`src/rtl/toy_intr_pkg.sv`:
```
// Shared types and constants for the interrupt pending/dispatch controller.
// Bit indices apply to both the pending vector and the enable vector.
package toy_intr_pkg;

    typedef enum logic [1:0] {
        ST_IDLE     = 2'd0,
        ST_REQ      = 2'd1,
        ST_WAIT_CLR = 2'd2
    } intr_st_e;

    localparam int CAUSE_W = 4;
    localparam int NSRC    = 6;
    localparam int NEN     = 5;

    localparam logic [CAUSE_W-1:0] CAUSE_DEBUG = 4'd15;
    localparam logic [CAUSE_W-1:0] CAUSE_MEI   = 4'd11;
    localparam logic [CAUSE_W-1:0] CAUSE_MSI   = 4'd3;
    localparam logic [CAUSE_W-1:0] CAUSE_SEI   = 4'd9;
    localparam logic [CAUSE_W-1:0] CAUSE_SSI   = 4'd1;
    localparam logic [CAUSE_W-1:0] CAUSE_STI   = 4'd5;

    localparam int IDX_SSIP  = 0;
    localparam int IDX_STIP  = 1;
    localparam int IDX_SEIP  = 2;
    localparam int IDX_MSIP  = 3;
    localparam int IDX_MEIP  = 4;
    localparam int IDX_DEBUG = 5;

    // Maps a dispatched cause code back to its pending bit, so the
    // bit to clear is always the one that was offered, not today's winner.
    function automatic logic [NSRC-1:0] cause_to_mask(input logic [CAUSE_W-1:0] code);
        logic [NSRC-1:0] m;
        m = '0;
        case (code)
            CAUSE_DEBUG: m[IDX_DEBUG] = 1'b1;
            CAUSE_MEI:   m[IDX_MEIP]  = 1'b1;
            CAUSE_MSI:   m[IDX_MSIP]  = 1'b1;
            CAUSE_SEI:   m[IDX_SEIP]  = 1'b1;
            CAUSE_SSI:   m[IDX_SSIP]  = 1'b1;
            CAUSE_STI:   m[IDX_STIP]  = 1'b1;
            default:     m = '0;
        endcase
        return m;
    endfunction

endpackage

```
`src/rtl/toy_intr_ctrl_if.sv`:
```
// Dispatch handshake between the interrupt controller and the core.
// master = controller side, slave = core side.
interface toy_intr_ctrl_if;
    import toy_intr_pkg::*;

    logic               intr_vld;
    logic [CAUSE_W-1:0] intr_op;
    logic               intr_rdy;
    logic               intr_clr;

    modport master (
        output intr_vld,
        output intr_op,
        input  intr_rdy,
        input  intr_clr
    );

    modport slave (
        input  intr_vld,
        input  intr_op,
        output intr_rdy,
        output intr_clr
    );

endinterface

```
`src/rtl/toy_intr_prio_enc.sv`:
```
// Fixed-priority picker over the eligible vector; emits the winner's cause code.
// Order is debug, meip, msip, seip, ssip, stip (ssip beats stip despite its lower index).
module toy_intr_prio_enc
    import toy_intr_pkg::*;
(
    input  logic [NSRC-1:0]    elig,
    output logic               any,
    output logic [CAUSE_W-1:0] code
);

    always_comb begin
        any  = |elig;
        code = '0;
        if (elig[IDX_DEBUG])     code = CAUSE_DEBUG;
        else if (elig[IDX_MEIP]) code = CAUSE_MEI;
        else if (elig[IDX_MSIP]) code = CAUSE_MSI;
        else if (elig[IDX_SEIP]) code = CAUSE_SEI;
        else if (elig[IDX_SSIP]) code = CAUSE_SSI;
        else if (elig[IDX_STIP]) code = CAUSE_STI;
    end

endmodule

```
`src/rtl/toy_intr_ctrl.sv`:
```
// Interrupt pending/dispatch controller: latches sync pulses, picks a winner,
// offers it over vld/rdy and holds off until the core re-arms with intr_clr.
//
// state       | meaning
// ST_IDLE     | no request outstanding; dispatch next eligible source
// ST_REQ      | intr_vld high with a frozen cause code, waiting for intr_rdy
// ST_WAIT_CLR | accepted; waiting for trap entry to finish (optional watchdog)
module toy_intr_ctrl
    import toy_intr_pkg::*;
#(
    parameter int CLR_TIMEOUT = 0
) (
    input  logic             clk,
    input  logic             rst_n,
    input  logic             intr_meip_sync,
    input  logic             intr_msip_sync,
    input  logic             intr_seip_sync,
    input  logic             intr_stip_sync,
    input  logic             intr_ssip_sync,
    input  logic             intr_debug_sync,
    input  logic [NEN-1:0]   intr_en,
    input  logic             glb_ie,
    toy_intr_ctrl_if.master  core_if,
    output logic [NSRC-1:0]  intr_pend,
    output logic             intr_busy,
    output logic             intr_timeout_err
);

    localparam bit WD_EN = (CLR_TIMEOUT > 0);
    localparam int CNT_W = WD_EN ? $clog2(CLR_TIMEOUT + 1) : 1;
    localparam logic [CNT_W-1:0] TMO_VAL = CNT_W'(CLR_TIMEOUT);

    intr_st_e           st_q, st_d;
    logic [NSRC-1:0]    pend_q, pend_d;
    logic [NSRC-1:0]    sync_vec;
    logic [NSRC-1:0]    elig;
    logic [NSRC-1:0]    clr_mask;
    logic [CAUSE_W-1:0] op_q;
    logic [CAUSE_W-1:0] win_code;
    logic               win_any;
    logic               load_op;
    logic               accept;
    logic               tmo;
    logic [CNT_W-1:0]   wd_cnt_q;

    always_comb begin
        sync_vec            = '0;
        sync_vec[IDX_SSIP]  = intr_ssip_sync;
        sync_vec[IDX_STIP]  = intr_stip_sync;
        sync_vec[IDX_SEIP]  = intr_seip_sync;
        sync_vec[IDX_MSIP]  = intr_msip_sync;
        sync_vec[IDX_MEIP]  = intr_meip_sync;
        sync_vec[IDX_DEBUG] = intr_debug_sync;
    end

    // Debug bypasses both the per-source and the global enable.
    assign elig = {pend_q[IDX_DEBUG], pend_q[NEN-1:0] & intr_en & {NEN{glb_ie}}};

    toy_intr_prio_enc u_prio_enc (
        .elig (elig),
        .any  (win_any),
        .code (win_code)
    );

    assign accept   = (st_q == ST_REQ) && core_if.intr_rdy;
    assign clr_mask = accept ? cause_to_mask(op_q) : '0;
    // A new pulse in the same cycle as the clear keeps the bit set.
    assign pend_d   = (pend_q & ~clr_mask) | sync_vec;

    always_comb begin
        st_d    = st_q;
        load_op = 1'b0;
        tmo     = 1'b0;
        case (st_q)
            ST_IDLE: begin
                if (win_any) begin
                    st_d    = ST_REQ;
                    load_op = 1'b1;
                end
            end
            ST_REQ: begin
                if (core_if.intr_rdy) st_d = ST_WAIT_CLR;
            end
            ST_WAIT_CLR: begin
                if (core_if.intr_clr) begin
                    st_d = ST_IDLE;
                end else if (WD_EN && (wd_cnt_q == TMO_VAL)) begin
                    tmo  = 1'b1;
                    st_d = ST_IDLE;
                end
            end
            default: st_d = ST_IDLE;
        endcase
    end

    always_ff @(posedge clk or negedge rst_n) begin
        if (!rst_n) begin
            st_q   <= ST_IDLE;
            pend_q <= '0;
            op_q   <= '0;
        end else begin
            st_q   <= st_d;
            pend_q <= pend_d;
            if (load_op) op_q <= win_code;
        end
    end

    // Held at zero outside WAIT_CLR, so every entry starts counting from zero.
    always_ff @(posedge clk or negedge rst_n) begin
        if (!rst_n) begin
            wd_cnt_q <= '0;
        end else if (WD_EN && (st_q == ST_WAIT_CLR)) begin
            wd_cnt_q <= wd_cnt_q + CNT_W'(1);
        end else begin
            wd_cnt_q <= '0;
        end
    end

    assign core_if.intr_vld = (st_q == ST_REQ);
    assign core_if.intr_op  = op_q;
    assign intr_pend        = pend_q;
    assign intr_busy        = (st_q != ST_IDLE);
    assign intr_timeout_err = tmo;

    a_op_stable: assert property (@(posedge clk) disable iff (!rst_n)
        (core_if.intr_vld && !core_if.intr_rdy) |=> (core_if.intr_vld && $stable(core_if.intr_op)));

    a_no_vld_after_acc: assert property (@(posedge clk) disable iff (!rst_n)
        accept |=> !core_if.intr_vld);

endmodule

```
`src/flat_wrapper.sv`:
```
// flat-port wrapper written by rule: the top's interface ports become plain ports
module toy_intr_ctrl_flat import toy_intr_pkg::*;
#(
    parameter int CLR_TIMEOUT = 0
)
  (clk, rst_n, intr_meip_sync, intr_msip_sync, intr_seip_sync, intr_stip_sync, intr_ssip_sync, intr_debug_sync, intr_en, glb_ie, intr_pend, intr_busy, intr_timeout_err, core_if_intr_vld, core_if_intr_op, core_if_intr_rdy, core_if_intr_clr);
  toy_intr_ctrl_if core_if_i ();
  input  logic clk;
  input  logic rst_n;
  input  logic intr_meip_sync;
  input  logic intr_msip_sync;
  input  logic intr_seip_sync;
  input  logic intr_stip_sync;
  input  logic intr_ssip_sync;
  input  logic intr_debug_sync;
  input  logic [NEN-1:0] intr_en;
  input  logic glb_ie;
  output logic [NSRC-1:0] intr_pend;
  output logic intr_busy;
  output logic intr_timeout_err;
  output wire logic [$bits(core_if_i.intr_vld)-1:0] core_if_intr_vld;
  output wire logic [$bits(core_if_i.intr_op)-1:0] core_if_intr_op;
  input wire logic [$bits(core_if_i.intr_rdy)-1:0] core_if_intr_rdy;
  input wire logic [$bits(core_if_i.intr_clr)-1:0] core_if_intr_clr;
  assign core_if_intr_vld = core_if_i.intr_vld;
  assign core_if_intr_op = core_if_i.intr_op;
  assign core_if_i.intr_rdy = core_if_intr_rdy;
  assign core_if_i.intr_clr = core_if_intr_clr;
  toy_intr_ctrl #(.CLR_TIMEOUT(CLR_TIMEOUT)) u_core (.clk(clk), .rst_n(rst_n), .intr_meip_sync(intr_meip_sync), .intr_msip_sync(intr_msip_sync), .intr_seip_sync(intr_seip_sync), .intr_stip_sync(intr_stip_sync), .intr_ssip_sync(intr_ssip_sync), .intr_debug_sync(intr_debug_sync), .intr_en(intr_en), .glb_ie(glb_ie), .core_if(core_if_i), .intr_pend(intr_pend), .intr_busy(intr_busy), .intr_timeout_err(intr_timeout_err));
endmodule
```
`config.mk`:
```
export PLATFORM = sky130hd
export DESIGN_NAME = toy_intr_ctrl_flat
export DESIGN_NICKNAME = d
export VERILOG_FILES = /design/src/rtl/toy_intr_pkg.sv /design/src/rtl/toy_intr_ctrl_if.sv /design/src/rtl/toy_intr_prio_enc.sv /design/src/rtl/toy_intr_ctrl.sv /design/src/flat_wrapper.sv
export SDC_FILE = /design/constraint.sdc
export NUM_CORES = 1
export LEC_CHECK = 0
export CAP_MARGIN = 20
export CORE_MARGIN = 1
export CORE_UTILIZATION = 43
export CTS_CLUSTER_SIZE = 10
export DETAILED_ROUTE_END_ITERATION = 10
export PLACE_DENSITY_LB_ADDON = 0.15
export SETUP_SLACK_MARGIN = 0.05
export SYNTH_ARGS = -nofsm -noshare
export SYNTH_HDL_FRONTEND = slang
export SYNTH_HIERARCHICAL = 1
export SYNTH_SLANG_ARGS = --single-unit
```
`constraint.sdc`:
```
create_clock -name clk -period 2.4 [get_ports clk]
set_input_delay 0.36 -clock clk [delete_from_list [all_inputs] [get_ports clk]]
set_output_delay 0.36 -clock clk [all_outputs]
set_load 0.005 [all_outputs]
```
==> impl_summary.log, run 1 <==
INFO  metric status = finished clean
INFO  metric synth_top_area_cell = dfrtp_1
INFO  metric postSynthRegisterBits = 12
INFO  metric worstSetupEndpointType = output pin
INFO  metric hold_buffers = 0
INFO  metric cts-buffers-inserted = 3
INFO  metric synth.top_cells.by_area = dfrtp_1, mux2_2, nor2_1, and3_1, a21oi_1
INFO  metric grt-ovfl-total = 0
INFO  metric antenna_diode_instance_count = 0
INFO  metric gpl.final_weighted_congestion = 0.726
INFO  metric antenna_left = 0
INFO  metric avgSynthCellArea = 10.6 µm²
INFO  metric post-cts-setup-buffers = 0
INFO  metric max_cap_viol_count = 0
INFO  metric finalNonFillerCells = 104
INFO  metric io_pins = 29
INFO  metric finalHoldViolCount = 0
INFO  metric worst-r2r-setup-slack = 0.89 ns
INFO  metric maximum_number_of_pins_on_one_net_before_global_route_repair = 13
INFO  metric regToRegStartpoint = u_core/intr_pend[2]$_DFF_PN0_
INFO  metric setup_viol = 0
INFO  metric number_of_global_route_vias_before_repair = 492
INFO  metric fmax = 543 MHz
INFO  metric critPathSlowestCell = dfrtp_1
INFO  metric tightestPinTransition = 0.545 ns
INFO  metric asyncSetResetFlopFracSynth = 100%
INFO  metric worstPathMaxFanout = 6
INFO  metric synthesis.area = 647 µm²
INFO  metric detail_route.wl_per_cell = 13.8 µm
INFO  metric synthesis.nets = just under 80
INFO  metric vdd.ir_drop.worst = 525 µV
INFO  metric period_needed = 1.84 ns
INFO  metric timing.clock.skew = 0.00619 ns
INFO  metric cp_num_buf_inv = 1
INFO  metric critPathMaxStageDelay = 0.46 ns
INFO  metric r2r_cells = 5
INFO  metric path_class = flop to output pin
INFO  metric power.leakage = 0.354 nW
INFO  metric tcrit_tclk_final = 76.8%
INFO  metric switching_share = 32.2%
INFO  metric netlist-cell-type-count = 23
INFO  metric fin_nets = 106
INFO  metric worst_setup_path_start_kind = flop
INFO  metric tritoncts = yes
INFO  metric dominantRegCellSynth = dfrtp_1
INFO  metric p_seq_share = 41.5%
INFO  metric cts_root_buffer = clkbuf_4
INFO  metric io_buffers = 27
INFO  metric design.die.area = ~1700 µm²
INFO  metric antenna_violations_before_repair = 0
INFO  metric worst_skew_pair.late_latency = around 0.27 ns
INFO  metric required = 2.04 ns
INFO  metric chipHeight = 40.8 µm
INFO  metric r2r_end = u_core/core_if.intr_op[1]$_DFFE_PN0P_
INFO  metric crit_arrival = between 1 and 1.5 ns
INFO  metric synth_top_cell_area_share = roughly 46%
INFO  metric worst_setup_path_startpoint = u_core/st_q[1]$_DFFE_PN0P_
INFO  metric routed-via-count = 550
INFO  metric synthToLayoutAreaGrowth = 46.2%
INFO  metric share_clk_of_total_power = approximately a fifth
INFO  metric post_route_cells_drive_above_1_share = 14.6%
INFO  metric min_path_type = input pin to async pin
INFO  metric core = between 1000 and 1500 µm²
INFO  metric tritoncts_num_sinks = 12
INFO  metric groute.usage.overall = approximately a fifth
INFO  metric worstSetupEndpoint = intr_busy
INFO  metric internal_power = 0.563 mW
INFO  metric pwr-share-comb = 39.4%
INFO  metric synth_sequential_area_ratio = 46.4%
INFO  metric detailedRoute.firstIterationViolations = 12
INFO  metric num_rows = 13
INFO  metric synthCells = ~60
INFO  metric clk_path_buf_depth = 2
INFO  metric ys.warnings.count = 6
INFO  metric path_delay_family = flip-flops
INFO  metric netlist_top_cells_count = dfrtp_1, nor2_1, a21oi_1
INFO  metric post_cts.resized_instances = 0
INFO  metric grt_first_pass_wirelength = between 2000 and 2500 µm
INFO  metric initial_core_utilization = between 40% and 50%
INFO  metric setup_total_negative_slack = 0 ns
INFO  metric postRouteWirelength = roughly 1400 µm
INFO  metric clock_tree.htree_level_count = 1
INFO  metric post-route-drc-count = 0
INFO  metric clock_slew_at_the_register_clock_pins_of_the_worst_setup_and_hold_paths = 0.08 ns
INFO  metric relSlewSlack = 63.5%
INFO  metric dp.cells = 100
INFO  metric width_of_the_chip = between 40 and 50 µm
INFO  metric power_density = approximately 900 nW/µm²
INFO  metric worst-path-stages = 2
INFO  metric critical_path.cell_chain = or2_2 > clkdlybuf4s50_1
INFO  metric netSwitchingPower = 0.267 mW
INFO  metric dr.pass1.iters = 4
INFO  metric detailed_placer_s_ending_hpwl = 1110 µm
INFO  metric timing_max_transition_violations_final = 0
INFO  metric post_drt_via_cell_ratio = 5.29
INFO  metric grt_setup_unrepaired = no
INFO  metric edff_count_synth = 0
INFO  metric synthMostInstantiatedCell = dfrtp_1
flip-flops by register name (all words and copies together) (netlist names):
name,cells
u_core/core_if.intr_op,4
u_core/intr_pend,6
u_core/st_q,2
per-stage QoR:
step	hold WS, ns	utilization, %	total power, mW	area (µm²)	worst slack (ns)
finish	0.440	70.1	0.830	946	0.558
global route	0.484	70.1	0.888	946	0.509
CTS	0.448	70.1	0.835	946	0.557
detailed placement	0.531	67.4	0.677	910	0.357
global placement	0.524	67.4	0.672	910	0.388
floorplan	0.0644	-	0.517	647	0.975
worst min path at each step:
stage                                          startpoint                                     to  depth (start not counted)
floorplan                                           rst_n  u_core/core_if.intr_op[0]$_DFFE_PN0P_                          0
global placement    u_core/core_if.intr_op[0]$_DFFE_PN0P_  u_core/core_if.intr_op[0]$_DFFE_PN0P_                          1
detailed placement  u_core/core_if.intr_op[0]$_DFFE_PN0P_  u_core/core_if.intr_op[0]$_DFFE_PN0P_                          1
CTS                                                 rst_n          u_core/intr_pend[5]$_DFF_PN0_                          1
global route                                        rst_n          u_core/intr_pend[4]$_DFF_PN0_                          1
finish                                              rst_n          u_core/intr_pend[5]$_DFF_PN0_                          1
cells in the final DEF (no fill, tap or decap), types with 2 or more instances in the layout:
master	n
and4b_1	2
nor4b_1	3
nand2b_1	2
dfrtp_1	12
clkdlybuf4s50_1	27
inv_1	2
mux2_2	4
clkbuf_4	3
and3_1	5
a21oi_1	6
nor2_1	9
nand3b_1	2
power by group through the flow:
stage,Combinational [mW],Clock [mW],Sequential (mW)
finish,0.327,0.158,0.345
global route,0.358,0.176,0.353
CTS,0.329,0.162,0.344
detailed placement,0.327,0,0.350
global placement,0.323,0,0.349
floorplan,0.192,0,0.325
routing by layer:
layer / share of wire (%) / routed length (µm) / track usage, % / vias to the layer above
met2: 47 / 681 / 31.6 / 17
met1: 48 / 689 / 28.6 / 258
li1: - / - / - / 275
met5: 0 / 0 / 0 / -
met3: 4.6 / 66 / 6.52 / 0
met4: 0 / 0 / 5.00 / 0
cells by family after synthesis:
logic type / count (synthesis) / synth area share, %
AO/OA/AOI/OAI: 10 / 10.6
buffers and inverters: 5 / 5.22
other: 1 / 0.580
multiplexers: 4 / 6.96
flip-flops: 12 / 46.4
AND/OR/NAND/NOR: 29 / 30.2
layout make-up:
cell class                      instances  area (µm²)
Multi-Input combinational cell         44         313
Timing Repair Buffer                   27         270
Sequential cell                        12         300
Clock buffer                            4        36.3
Fill cell                             108         404
Inverter                                2        7.51
Tap cell                               15        18.8
Note: power is estimated with default switching activity, not from simulation.
==> run 2: changes to the inputs <==
- CORE_UTILIZATION: 43 -> 40
- clock period: 2.4 -> 1.87 ns (I/O delays scaled with it)
==> run 2 against run 1 <==
Critical path depth is the same. Non-clock buffer count grew 6. Sequential share of layout area is 1.1 points lower. Flip-flop and latch count is the same. Worst hold slack got worse by 0.085 ns. Sequential power is 24% higher. Utilization fell by 5.1 points. Design area up 3.4%. Critical path type unchanged. Largest cell class is now non-clock buffers. Highest routed layer is now met4.
==> impl_summary.log, run 2 (synthesis gave the netlist of run 1 again) <==
INFO  metric fin_util = 65.0% (-5.1 points)
INFO  metric tcrit_tclk_final = 93.7%
INFO  metric dp.cells = 107 (+7.0%)
INFO  metric finalHoldViolCount = 0 (unchanged)
INFO  metric antenna_diode_instance_count = 0 (unchanged)
INFO  metric final_area = 978 µm² (+3.4%)
INFO  metric worst-path-stages = 2 (unchanged)
INFO  metric width_of_the_chip = 42.2 µm (+3.5%)
INFO  metric status = finished clean
INFO  metric routed-via-count = 572 (+4.0%)
INFO  metric timing.clock.skew = 0.00190 ns (-0.00430 ns)
INFO  metric power_density = 1080 nW/µm² (+23%)
INFO  metric critPathSlowestCell = dfrtp_1
INFO  metric critPathMaxStageDelay = 0.45 ns (about the same)
INFO  metric detailed_placer_s_ending_hpwl = 1150 µm (+4.4%)
INFO  metric worst_setup_path_start_kind = flop
INFO  metric grt-ovfl-total = 0 (unchanged)
INFO  metric groute.usage.overall = 20.3% (-0.63 points)
INFO  metric critical_path.cell_chain = or2_2 > clkdlybuf4s50_1
INFO  metric min_path_type = input pin to async pin
INFO  metric clock_tree.htree_level_count = 1 (unchanged)
INFO  metric maximum_number_of_pins_on_one_net_before_global_route_repair = 13 (unchanged)
INFO  metric post-route-drc-count = 0 (unchanged)
INFO  metric r2r_end = u_core/core_if.intr_op[3]$_DFFE_PN0P_
INFO  metric r2r_cells = 5 (unchanged)
INFO  metric crit_arrival = 1.47 ns (about the same)
INFO  metric vdd.ir_drop.worst = 614 µV (+17%)
INFO  metric tightestPinTransition = 0.525 ns (-0.0202 ns)
INFO  metric detailedRoute.firstIterationViolations = 8 (-4)
INFO  metric cp_num_buf_inv = 1 (unchanged)
INFO  metric finalNonFillerCells = 110 (+5.8%)
INFO  metric grt_setup_unrepaired = no
INFO  metric grt_first_pass_wirelength = 2590 µm (+15%)
INFO  metric worstSetupEndpoint = intr_busy
INFO  metric fillCellCount = 132 (+22%)
INFO  metric period_needed = 1.75 ns
INFO  metric setup_viol = 0 (unchanged)
INFO  metric core = 1510 µm² (+12%)
INFO  metric num_rows = 14 (+1)
INFO  metric worst_setup_path_startpoint = u_core/st_q[1]$_DFFE_PN0P_
INFO  metric antenna_left = 0 (unchanged)
INFO  metric worst-r2r-setup-slack = 0.41 ns (-0.48 ns)
INFO  metric path_class = flop to output pin
INFO  metric dr.pass1.iters = 4 (unchanged)
INFO  metric post_cts.resized_instances = 0 (unchanged)
INFO  metric required = 1.59 ns (-0.45 ns)
INFO  metric clock_slew_at_the_register_clock_pins_of_the_worst_setup_and_hold_paths = 0.07 ns (about the same)
INFO  metric post-cts-setup-buffers = 0 (unchanged)
INFO  metric regToRegStartpoint = u_core/intr_pend[4]$_DFF_PN0_
INFO  metric detail_route.wl_per_cell = 13.8 µm (-0.19%)
INFO  metric cts_root_buffer = clkbuf_4
INFO  metric worstSetupEndpointType = output pin
INFO  metric initial_core_utilization = 42.9% (-5.0 points)
INFO  metric synthToLayoutAreaGrowth = 51.3%
INFO  metric design.die.area = 1780 µm² (+7.1%)
INFO  metric register_area = 300 µm² (unchanged)
INFO  metric fin_nets = 112 (+5.7%)
INFO  metric placement.cell_area = 956 µm² (+5.1%)
INFO  metric mostFrequentLayoutCells = clkdlybuf4s50_1, dfrtp_1, nor2_1
INFO  metric report.power.total = 1.06 mW (+27%)
INFO  metric path_delay_family = flip-flops
INFO  metric chipHeight = 42.2 µm (+3.5%)
INFO  metric worstPathMaxFanout = 6 (unchanged)
INFO  metric post_drt_via_cell_ratio = 5.20 (-1.7%)
INFO  metric antenna_violations_before_repair = 0 (unchanged)
INFO  metric area_taken_by_multi_input_logic_gates = 313 µm² (unchanged)
INFO  metric tritoncts_num_sinks = 12 (unchanged)
INFO  metric worst_skew_pair.late_latency = 0.27 ns (about the same)
INFO  metric cts-buffers-inserted = 3 (unchanged)
INFO  metric post_route_cells_drive_above_1_share = 19.1% (+4.5 points)
INFO  metric io_pins = 29 (unchanged)
INFO  metric gpl.final_weighted_congestion = 0.794 (+9.4%)
INFO  metric number_of_global_route_vias_before_repair = 544 (+11%)
INFO  metric postRouteWirelength = 1520 µm (+5.6%)
INFO  metric power.leakage = 0.376 nW (+6.4%)
INFO  metric io_buffers = 27 (unchanged)
INFO  metric mostFrequentLayoutCell = clkdlybuf4s50_1
INFO  metric largest_register_ffs = 6 (unchanged)
INFO  metric max_cap_viol_count = 0 (unchanged)
INFO  metric hold_buffers = 0 (unchanged)
INFO  metric timing_max_transition_violations_final = 0 (unchanged)
INFO  metric fmax = roughly 570 MHz
INFO  metric clk_path_buf_depth = 2 (unchanged)
INFO  metric relSlewSlack = 64.9% (+1.4 points)
INFO  metric tritoncts = yes
-- run 2: cell types whose count changed in the layout (fill, tap and decap cells not counted) --
cell / change
clkbuf_8: -1
buf_4: +6
-- run 2: area by class of cell --
class / count / area share, %
timing repair buffer: 33 / 32.2
clock buffer: 3 / 2.30
sequential: 12 / 30.7
tap: 16 / 2.05
multi-input combinational: 44 / 32.0
inverter: 2 / 0.767
-- run 2: worst min-delay path by stage --
| stage | endpoint | cells after the start |
|---|---|---|
| 4_1_cts | u_core/intr_pend[0]$_DFF_PN0_ | 1 |
| 5_1_grt | u_core/intr_pend[0]$_DFF_PN0_ | 1 |
| 3_3_place_gp | u_core/core_if.intr_op[0]$_DFFE_PN0P_ | 1 |
| 2_1_floorplan | u_core/core_if.intr_op[0]$_DFFE_PN0P_ | 0 |
| 3_5_place_dp | u_core/core_if.intr_op[0]$_DFFE_PN0P_ | 1 |
| 6_report | u_core/intr_pend[0]$_DFF_PN0_ | 1 |
-- run 2: worst reg2reg max path, cell delays in order, from the launching register on --
cell      delay [ns]
dfrtp_1         0.37
and3_1          0.17
nor2_1          0.06
nand3b_1        0.10
nor3b_4         0.26
mux2_2          0.37
-- run 2: layer usage --
layer | GRT usage (%) | share of wire (%) | routed length (µm)
met4 | 7.50 | 1.4 | 21
met3 | 7.76 | 6.4 | 97
met5 | 0 | 0 | 0
met1 | 25.3 | 44 | 667
met2 | 31.7 | 48 | 730
-- run 2: through the flow --
stage / hold WS, ns / setup TNS (ns) / worst slack, ns
6_report: 0.355 / 0 / 0.118
5_1_grt: 0.420 / 0 / 0.0582
4_1_cts: 0.368 / 0 / 0.104
3_5_place_dp: 0.530 / -0.258 / -0.0749
3_3_place_gp: 0.530 / -0.118 / -0.0373
2_1_floorplan: -0.0151 / 0 / 0.445
-- run 2: where the power goes --
part	leakage, nW	switching [mW]	internal (mW)	total [mW]
clock	0.0138	0.0788	0.0745	0.153
combinational	0.248	0.163	0.310	0.474
sequential	0.115	0.105	0.323	0.428
total	0.376	0.347	0.708	1.06
